### src/rtl/reg_write_port_pkg.sv
// Shared constants, state encoding and decode helper for the register-bank write port.
package reg_write_port_pkg;

    localparam int NUM_REGS   = 32;
    localparam int ADDR_W     = 5;
    localparam int FIFO_DEPTH = 2;

    typedef enum logic {
        IDLE  = 1'b0,
        CLEAR = 1'b1
    } state_e;

    function automatic logic [NUM_REGS-1:0] onehot(input logic [ADDR_W-1:0] idx);
        logic [NUM_REGS-1:0] v;
        v      = '0;
        v[idx] = 1'b1;
        return v;
    endfunction

endpackage

### src/rtl/reg_write_port_if.sv
// Valid/ready write-request channel into the register bank.
interface reg_write_port_if
    import reg_write_port_pkg::*;
#(
    parameter int WIDTH = 32
) ();

    logic              wr_valid;
    logic              wr_ready;
    logic [ADDR_W-1:0] wr_addr;
    logic [WIDTH-1:0]  wr_data;

    modport master (output wr_valid, output wr_addr, output wr_data, input  wr_ready);
    modport slave  (input  wr_valid, input  wr_addr, input  wr_data, output wr_ready);

endinterface

### src/rtl/reg_write_port_wr_fifo2.sv
// Two-entry synchronous FIFO; caller guarantees no push when full and no pop when empty.
module wr_fifo2 #(
    parameter int W = 37
) (
    input  logic         clk,
    input  logic         rst_n,
    input  logic         push,
    input  logic         pop,
    input  logic [W-1:0] din,
    output logic [W-1:0] dout,
    output logic [1:0]   count
);

    logic [W-1:0] mem [2];
    logic         head;
    logic         tail;

    // NOTE: storage has no reset; count and pointers alone decide which entries are valid.
    always_ff @(posedge clk) begin
        if (push) mem[tail] <= din;
    end

    // NOTE: non-blocking assignments so every register samples pre-edge values.
    always_ff @(posedge clk or negedge rst_n) begin
        if (!rst_n) begin
            head  <= 1'b0;
            tail  <= 1'b0;
            count <= 2'd0;
        end else begin
            if (push) tail <= ~tail;
            if (pop)  head <= ~head;
            case ({push, pop})
                2'b10:   count <= count + 2'd1;
                2'b01:   count <= count - 2'd1;
                default: count <= count;
            endcase
        end
    end

    assign dout = mem[head];

endmodule

### src/rtl/reg_write_port.sv
// Write side of the 32-entry register bank: buffered writes, one-hot commit strobe, clear sweep.
module reg_write_port
    import reg_write_port_pkg::*;
#(
    parameter int WIDTH    = 32,
    parameter int ZERO_REG = 1
) (
    input  logic                      clk,
    input  logic                      rst_n,
    reg_write_port_if.slave           wr,
    input  logic                      clr_req,
    output logic [NUM_REGS-1:0]       wr_en_onehot,
    output logic                      busy,
    output logic [NUM_REGS*WIDTH-1:0] Q_flat
);

    localparam int ENTRY_W = ADDR_W + WIDTH;

    state_e             state;
    logic               clr_pend;
    logic [ADDR_W-1:0]  cnt;
    logic [WIDTH-1:0]   regs [NUM_REGS];

    logic [1:0]         fifo_count;
    logic [ENTRY_W-1:0] head_entry;
    logic [ADDR_W-1:0]  head_addr;
    logic [WIDTH-1:0]   head_data;
    logic               accept;
    logic               pop;

    assign wr.wr_ready = (fifo_count < 2'(FIFO_DEPTH)) && (state == IDLE) && !clr_pend;
    assign accept      = wr.wr_valid && wr.wr_ready;
    assign pop         = (state == IDLE) && (fifo_count != 2'd0);
    assign busy        = (fifo_count != 2'd0) || clr_pend || (state == CLEAR);
    assign {head_addr, head_data} = head_entry;

    wr_fifo2 #(.W(ENTRY_W)) u_fifo (
        .clk   (clk),
        .rst_n (rst_n),
        .push  (accept),
        .pop   (pop),
        .din   ({wr.wr_addr, wr.wr_data}),
        .dout  (head_entry),
        .count (fifo_count)
    );

    always_ff @(posedge clk or negedge rst_n) begin
        if (!rst_n) begin
            state        <= IDLE;
            clr_pend     <= 1'b0;
            cnt          <= '0;
            wr_en_onehot <= '0;
            for (int i = 0; i < NUM_REGS; i++) regs[i] <= '0;
        end else begin
            wr_en_onehot <= '0;
            case (state)
                IDLE: begin
                    if (clr_req) clr_pend <= 1'b1;
                    // Buffered writes always drain before a pending clear may start.
                    if (pop) begin
                        if (!(ZERO_REG != 0 && head_addr == '0)) begin
                            regs[head_addr] <= head_data;
                            wr_en_onehot    <= onehot(head_addr);
                        end
                    end else if (clr_pend) begin
                        state <= CLEAR;
                    end
                end
                CLEAR: begin
                    regs[cnt]    <= '0;
                    wr_en_onehot <= onehot(cnt);
                    cnt          <= cnt + 1'b1;
                    if (cnt == ADDR_W'(NUM_REGS - 1)) begin
                        clr_pend <= 1'b0;
                        state    <= IDLE;
                    end
                end
                default: state <= IDLE;
            endcase
        end
    end

    for (genvar g = 0; g < NUM_REGS; g++) begin : g_flat
        assign Q_flat[g*WIDTH +: WIDTH] = regs[g];
    end

endmodule

### src/flat_wrapper.sv
// flat-port wrapper written by rule: the top's interface ports become plain ports
module reg_write_port_flat import reg_write_port_pkg::*;
#(
    parameter int WIDTH    = 32,
    parameter int ZERO_REG = 1
)
  (clk, rst_n, clr_req, wr_en_onehot, busy, Q_flat, wr_wr_valid, wr_wr_addr, wr_wr_data, wr_wr_ready);
  reg_write_port_if #(.WIDTH(WIDTH)) wr_i ();
  input  logic clk;
  input  logic rst_n;
  input  logic clr_req;
  output logic [NUM_REGS-1:0] wr_en_onehot;
  output logic busy;
  output logic [NUM_REGS*WIDTH-1:0] Q_flat;
  input wire logic [$bits(wr_i.wr_valid)-1:0] wr_wr_valid;
  input wire logic [$bits(wr_i.wr_addr)-1:0] wr_wr_addr;
  input wire logic [$bits(wr_i.wr_data)-1:0] wr_wr_data;
  output wire logic [$bits(wr_i.wr_ready)-1:0] wr_wr_ready;
  assign wr_i.wr_valid = wr_wr_valid;
  assign wr_i.wr_addr = wr_wr_addr;
  assign wr_i.wr_data = wr_wr_data;
  assign wr_wr_ready = wr_i.wr_ready;
  reg_write_port #(.WIDTH(WIDTH), .ZERO_REG(ZERO_REG)) u_core (.clk(clk), .rst_n(rst_n), .wr(wr_i), .clr_req(clr_req), .wr_en_onehot(wr_en_onehot), .busy(busy), .Q_flat(Q_flat));
endmodule
### config.mk
export PLATFORM = sky130hd
export DESIGN_NAME = reg_write_port_flat
export DESIGN_NICKNAME = d
export VERILOG_FILES = /design/src/rtl/reg_write_port_pkg.sv /design/src/rtl/reg_write_port_if.sv /design/src/rtl/reg_write_port_wr_fifo2.sv /design/src/rtl/reg_write_port.sv /design/src/flat_wrapper.sv
export SDC_FILE = /design/constraint.sdc
export NUM_CORES = 2
export LEC_CHECK = 0
export ABC_AREA = 1
export CORE_AREA = 4 4 426 428
export DETAILED_ROUTE_END_ITERATION = 7
export DIE_AREA = 0 0 430 432
export GPL_ROUTABILITY_DRIVEN = 0
export HOLD_SLACK_MARGIN = 0.03
export REMOVE_ABC_BUFFERS = 1
export SKIP_CTS_REPAIR_TIMING = 1
export SLEW_MARGIN = 10
export SYNTH_ARGS = -nofsm -noshare
export SYNTH_HDL_FRONTEND = slang
export SYNTH_HIERARCHICAL = 1
export SYNTH_SLANG_ARGS = --single-unit
### constraint.sdc
create_clock -name clk -period 4.1 [get_ports clk]
set_input_delay 0.82 -clock clk [delete_from_list [all_inputs] [get_ports clk]]
set_output_delay 0.82 -clock clk [all_outputs]
set_load 0.05 [all_outputs]
# Word level (Yosys, flattened, before mapping)

Memory sizes are Yosys's and may differ from the RTL's.
Index checks and enable logic that the tools add are counted.

Bits in registers: 1067
Memory bits (writable): 74
Output and inout port bits: 1058
Memories kept: 1

Add/subtract/negate cells: 3
Magnitude comparators: 9
Eq/ne operators: 7
Multiplexer cells: 25
Bitwise logic cells: 7
Reduce and logical (&&, ||, !) cells: 16

Memory list:

| memory            | depth | width | rd ports | clocked after memory_dff | wr ports | RTL line                      | text |
|---|---|---|---|---|---|---|---|
| u_core.u_fifo.mem | 2     | 37    | 1        | 0                        | 1        | reg_write_port_wr_fifo2.sv:14 | `logic [W-1:0] mem [2];` |

Operators by type and width:

| kind                                                        | number |
|---|---|
| two-way mux 1024 bit                                        | 2 |
| case mux 1024 bit (2 select lines)                          | 1 |
| AND 1024 bit                                                | 1 |
| bitwise mux 1024 bit                                        | 1 |
| NOT 1024 bit                                                | 1 |
| demux 32 bit (select 5 bit)                                 | 2 |
| two-way mux 32 bit                                          | 4 |
| case mux 32 bit (2 select lines)                            | 1 |
| >= comparator 6 bit (second input constant)                 | 2 |
| less-than comparator 5 x 6 -> 1 bit (second input constant) | 2 |
| less-than comparator 6 x 1 -> 1 bit (second input constant) | 2 |
| NOT 5 -> 6 bit                                              | 2 |
| demux 1 bit (select 5 bit)                                  | 2 |
| >= comparator 5 x 1 -> 1 bit (second input constant)        | 2 |
| two-way mux 1 bit                                           | 9 |
| logical AND 1 bit                                           | 8 |
| != test 2 bit (second input constant)                       | 4 |
| adder 5 x 1 -> 5 bit (second input constant)                | 1 |
| == test 5 bit (second input constant)                       | 1 |
| zero test 5 bit                                             | 1 |
| case mux 1 bit (2 select lines)                             | 2 |
| case mux 2 bit (2 select lines)                             | 1 |
| AND reduction 2 bit                                         | 2 |
| nonzero test 2 bit                                          | 2 |
| 8 further kinds                                             | 11 |

# Logic depth before layout (Yosys ltp)

An unclocked memory read counts as a cell.

Depth after elaboration: 10
Depth in mapped cells: 14

# Modules after synthesis

Netlist, hierarchy kept.

By module, submodules not included:

| module         | instances | cells each | area each (µm²) | sequential area each (µm²) |
|---|---|---|---|---|
| reg_write_port | 1         | 9099       | 59938.7         | 26600.5 |
| wr_fifo2       | 1         | 215        | 2951.6          | 2322.2 |

# Worst setup path before layout

OpenSTA, ideal clock, no wires.

Path type: register to register
Start point: register u_core.state
End point: memory u_core.u_fifo.mem[0][0] (enable)
Library setup time: 431 ps
Arrival: 3976 ps
Data required time: 3669 ps
Setup slack: -308 ps
Stages on the path, launching flop included: 8
Cell sequence: dfrtp_1 -> buf_2 -> buf_2 -> clkbuf_1 -> nor3_1 -> and2_1 -> inv_1 -> nor2_1

Longest elaborated chain between the ends: 6

RTL lines:

| item                                    | RTL line                      | text |
|---|---|---|
| start: declaration                      | reg_write_port.sv:19          | `state_e state;` |
| start signal: assignment                | reg_write_port.sv:49          | `state <= IDLE;` |
| start signal: assignment                | reg_write_port.sv:66          | `state <= CLEAR;` |
| start signal: assignment                | reg_write_port.sv:75          | `state <= IDLE;` |
| NOT 1 bit                               | reg_write_port.sv:31          | `assign wr.wr_ready = (fifo_count < 2'(FIFO_DEPTH)) && (state == IDLE) && !clr_pend;` |
| logical AND 1 bit (2 in a row)          | reg_write_port.sv:31          |  |
| named net wr_wr_ready                   | flat_wrapper.sv:18            | `output wire logic [$bits(wr_i.wr_ready)-1:0] wr_wr_ready;` |
| logical AND 1 bit                       | reg_write_port.sv:32          | `assign accept = wr.wr_valid && wr.wr_ready;` |
| named net u_core.accept                 | reg_write_port.sv:28          | `logic accept;` |
| two-way mux 1 bit                       | reg_write_port_wr_fifo2.sv:20 | `if (push) mem[tail] <= din;` |
| two-way mux 1 bit (not written as such) | reg_write_port_wr_fifo2.sv:20 |  |
| end: declaration                        | reg_write_port_wr_fifo2.sv:14 |  |

The timed path passes the listed nets, and every way through them passes these cells.

# Final worst setup path

Start point: register u_core.u_fifo.head
End point: register u_core.regs (netlist bit u_core/Q_flat[330])

Longest elaborated chain between the ends: 10

RTL lines:

| item                                                                                             | RTL line                      | text |
|---|---|---|
| start: declaration                                                                               | reg_write_port_wr_fifo2.sv:15 | `logic head;` |
| start signal: assignment                                                                         | reg_write_port_wr_fifo2.sv:31 | `if (pop) head <= ~head;` |
| memory read (2 x 37 bit) (*)                                                                     | n/a                           |  |
| named net u_core.head_entry[33]                                                                  | reg_write_port.sv:25          | `logic [ENTRY_W-1:0] head_entry;` |
| NOT 5 -> 6 bit (not written as such)                                                             | reg_write_port.sv:62          | `regs[head_addr] <= head_data;` |
| >= comparator 6 bit (not written as such) or less-than comparator 6 x 1 -> 1 bit (tied branches) | reg_write_port.sv:62          |  |
| logical AND 1 bit (not written as such)                                                          | reg_write_port.sv:62          |  |
| two-way mux 32 bit (not written as such)                                                         | reg_write_port.sv:62          |  |
| demux 32 bit (select 5 bit)                                                                      | reg_write_port.sv:62          |  |
| bitwise mux 1024 bit                                                                             | reg_write_port.sv:62          |  |
| two-way mux 1024 bit                                                                             | reg_write_port.sv:61          | `if (!(ZERO_REG != 0 && head_addr == '0)) begin` |
| two-way mux 1024 bit                                                                             | reg_write_port.sv:60          | `if (pop) begin` |
| case mux 1024 bit (2 select lines)                                                               | reg_write_port.sv:56          | `case (state)` |
| end signal: indexed assignment                                                                   | reg_write_port.sv:62          |  |
| end: declaration                                                                                 | reg_write_port.sv:22          | `logic [WIDTH-1:0] regs [NUM_REGS];` |

Mark *: on every way through the listed nets, which the timed path passes. The rest lies on a longest branch. The select of a mux whose other input is x is not followed.
A chain may end at the register's enable or synchronous reset.

==> flow_summary_export.csv <==
group,metric,value,unit
critical_path,cpPeakStageDelay,600,ps
sta,rsz0062_at_grt,"false",
die,die_h,432,µm
yosys,synth_top_area_cell,"dfrtp_1",
critical_path,cp_max_fo,32,
critical_path,r2r_start,"u_core/u_fifo/head$_DFFE_PN0P_",
yosys,ys_ff_latch,1141,
power_and_ir_drop,p_comb_share,43.9,%
run_status,status,"finished, final reports clean",
power_and_ir_drop,peakVddDrop,0.447,mV
global_routing,use_met1,40.0,%
yosys,synth_ff_type,"dfrtp_1",
sta,maxSlewViolCount,0,
power_and_ir_drop,clockPowerShare,25.8,%
clock_tree,clk_path_buf_depth,3,
critical_path,critical_path.cell_chain,"o21ai_0, nand2_1, buf_4, inv_2, nand2_1, nand2_1, buf_4, nand3_1, nand2_1",
yosys,synth_edf_count,74,
power_and_ir_drop,p_total,0.0488,W
sta,setup_violations,0,
yosys,synthesis.area,62900,µm²
power_and_ir_drop,power.internal,0.0252,W
job,drv_cap,0,
clock_tree,numCtsBuffers,142,
sta,finalSetupTns,0,ps
clock_tree,path_clk_slew,60,ps
clock_tree,cts_max_level,4,
sta,max_freq,272,MHz
die,chipWidth,430,µm
power_and_ir_drop,pwr_density_cell,604,nW/µm²
critical_path,path_depth,9,
yosys,synth_cell_types,25,
sta,clock_skew,28.2,ps
yosys,ys_seq_area_share,46.0,%
yosys,synth.top_cell.area_share,42.5,%
detailed_routing,wire_per_inst,25.1,µm
place,hpwl,196000,µm
clock_tree,clkSinkCount,1141,
yosys,synthCells,9314,
power_and_ir_drop,pwr-share-seq,30.3,%
die,initial_core_util,35.4,%
finish,final_layout_size_suffix_gt1_share,5.29,%
sta,hold_viol,0,
detailed_routing,routed_wl,313000,µm
global_routing,use_met2,48.7,%
global_routing,grt_start_max_net_pins,212,
global_routing,track_usage,32.1,%
power_and_ir_drop,swShare,48.3,%
critical_path,start_kind,"flip-flop",
detailed_routing,viasPerCell,5.49,
global_routing,grt-ovfl-total,0,
detailed_routing,drtAntennaViolNets,0,
critical_path,slowest_stage,"nand2_1",
clock_tree,cts_root_buf,"clkbuf_16",
global_routing,first_global_vias,62500,
yosys,synth.area.top_cells,"dfrtp_1 42%, nand2_1 26%, nand3_1 17%, edfxtp_1 3.5%, inv_1 3.4%",
die,dieArea,186000,µm²
global_routing,use_met3,6.92,%
critical_path,critPathCaptureType,"flip-flop",
power_and_ir_drop,p_switching,0.0236,W
critical_path,rrSetupSlack,430,ps
critical_path,crit_top_cell,"nand2_1",
finish,fillers,17500,
clock_tree,clock_latency,810,ps
global_routing,grt_busiest_layer,"met2",
global_routing,antenna_found_initial,25,
detailed_routing,remaining_drc_errors,0,
place,port_buffers,1098,
finish,syn_to_final_growth,28.4,%
critical_path,arrival,4400,ps
yosys,syn_area_per_cell,6.75,µm²
critical_path,criticalPathCategory,"flip-flop to flip-flop",
critical_path,worstReg2RegEnd,"u_core/Q_flat[330]$_DFFE_PN0P_",
yosys,ys.warnings.count,6,
detailed_routing,vias,68500,
finish,num-nets-final,10100,
critical_path,worstRegToRegCells,9,
yosys,synthArstFlopShare,93.5,%
sta,tightestPinTransition,1470,ps
critical_path,path_delay_family,"buffers and inverters",
die,fp-row-count,155,
detailed_routing,drt_iter0_drc,9893,
clock_tree,cts_tree,"yes",
worst_hold_path,hold_class,"input port to asynchronous set/reset pin",
critical_path,crit_buf_inv,3,
power_and_ir_drop,p_leak,45.3,nW
die,core,178000,µm²
sta,fin_crit,3670,ps
critical_path,required,4830,ps
sta,finalCritPeriodShare,89.5,%
die,ios,1099,
sta,slew_headroom,2.06,%
detailed_routing,drt_pass1_iterations,6,
global_routing,grt_pass1_wl,445000,µm
## per-stage QoR
stage / util (%) / instances / worst slack, ps / instance area [µm²] / hold slack [ps]
global placement: 42.8 / 12200 / 471 / 76100 / 449
CTS: 45.4 / 12500 / 335 / 80700 / 78.1
floorplan: - / 8514 / -59320 / 59700 / 461
detailed placement: 42.8 / 12200 / 455 / 76100 / 452
finish: 45.4 / 12500 / 429 / 80700 / 92.6
global route: 45.4 / 12500 / 193 / 80700 / 109
## cell families after synthesis
| family | count (synthesis) | share of synthesized area [%] |
|---|---|---|
| buffers and inverters | 1378 | 8.57 |
| adders and majority gates | 6 | 0.119 |
| DFF | 1141 | 46.0 |
| xor gates and xnor gates | 5 | 0.0696 |
| and+or+nand+nor | 6710 | 44.6 |
| AOI/OAI and AO/OA | 74 | 0.611 |
## cell usage after synthesis (2+ instances only)
cell type	count
xor2_1	4
buf_4	2
nand4_1	40
nand3_2	3
nand2_1	4436
nor2_2	24
inv_2	4
o21ai_1	14
o21ai_0	50
clkbuf_1	542
ha_1	6
nor3_1	2
nand3_1	2153
o22ai_1	9
buf_2	140
buf_6	5
dfrtp_1	1067
edfxtp_1	74
buf_1	111
nor2_1	50
inv_1	574
## area by class of cell
type / instances / area, µm² / share of cell area (%)
Antenna cell: 19 / 47.5 / 0.0589
Tap cell: 2355 / 2950 / 3.65
Timing Repair Buffer: 1347 / 13200 / 16.3
Clock inverter: 32 / 259 / 0.321
Inverter: 578 / 2180 / 2.70
Multi-Input combinational cell: 6795 / 28900 / 35.8
Sequential cell: 1141 / 28900 / 35.8
Clock buffer: 217 / 4280 / 5.30
## power by group through the flow
stage / clock network (W) / registers, W / logic (W)
6_report: 0.0126 / 0.0148 / 0.0214
4_1_cts: 0.0127 / 0.0147 / 0.0212
3_5_place_dp: 0 / 0.0149 / 0.0212
3_3_place_gp: 0 / 0.0149 / 0.0210
5_1_grt: 0.0132 / 0.0149 / 0.0224
2_1_floorplan: 0 / 0.0166 / 0.00434
## placed cells by master (no fill, tap or decap), types with 4 or more instances in the layout
| master | synthesis | final |
|---|---|---|
| diode_2 | 0 | 19 |
| o21ai_0 | 50 | 49 |
| nand2_1 | 4436 | 4432 |
| inv_2 | 4 | 5 |
| dfrtp_1 | 1067 | 1065 |
| o21ai_1 | 14 | 14 |
| buf_12 | 0 | 24 |
| clkinv_1 | 0 | 7 |
| o22ai_1 | 9 | 9 |
| xor2_1 | 4 | 4 |
| nor2_1 | 50 | 16 |
| clkbuf_16 | 0 | 148 |
| nor2_2 | 24 | 15 |
| edfxtp_1 | 74 | 74 |
| nand4_1 | 40 | 40 |
| buf_4 | 2 | 225 |
| nor2_4 | 1 | 44 |
| ha_1 | 6 | 6 |
| clkdlybuf4s50_1 | 0 | 1097 |
| nand3_2 | 3 | 5 |
| clkbuf_1 | 542 | 37 |
| clkinv_2 | 0 | 14 |
| inv_1 | 574 | 570 |
| clkbuf_8 | 0 | 32 |
| nand3_1 | 2153 | 2150 |
## per-layer routing
metal	part of all wire, %	wire length, µm
met1	37	116000
met2	45	140000
met3	9.5	29600
met4	8.8	27400
met5	0.0042	13
## registers in the layout, indices dropped and copies added (netlist names)
signal / cells
u_core/clr_pend: 1
u_core/u_fifo/tail: 1
u_core/u_fifo/head: 1
u_core/u_fifo/count: 2
u_core/cnt: 5
u_core/Q_flat: 1024
u_core/wr_en_onehot: 32
u_core/state: 1
u_core/u_fifo/mem: 74
## how the worst max path moves through the flow
stage	slack [ps]	startpoint	end
after global routing	190	u_core/u_fifo/head$_DFFE_PN0P_	u_core/Q_flat[256]$_DFFE_PN0P_
after global placement	470	u_core/u_fifo/head$_DFFE_PN0P_	u_core/Q_flat[775]$_DFFE_PN0P_
final	430	u_core/u_fifo/head$_DFFE_PN0P_	u_core/Q_flat[330]$_DFFE_PN0P_
after CTS	340	u_core/state$_DFF_PN0_	wr_wr_ready
after floorplan	-59320	u_core/state$_DFF_PN0_	u_core/Q_flat[100]$_DFFE_PN0P_
after detailed placement	460	u_core/u_fifo/head$_DFFE_PN0P_	u_core/Q_flat[261]$_DFFE_PN0P_
(Power assumes the default switching activity.)
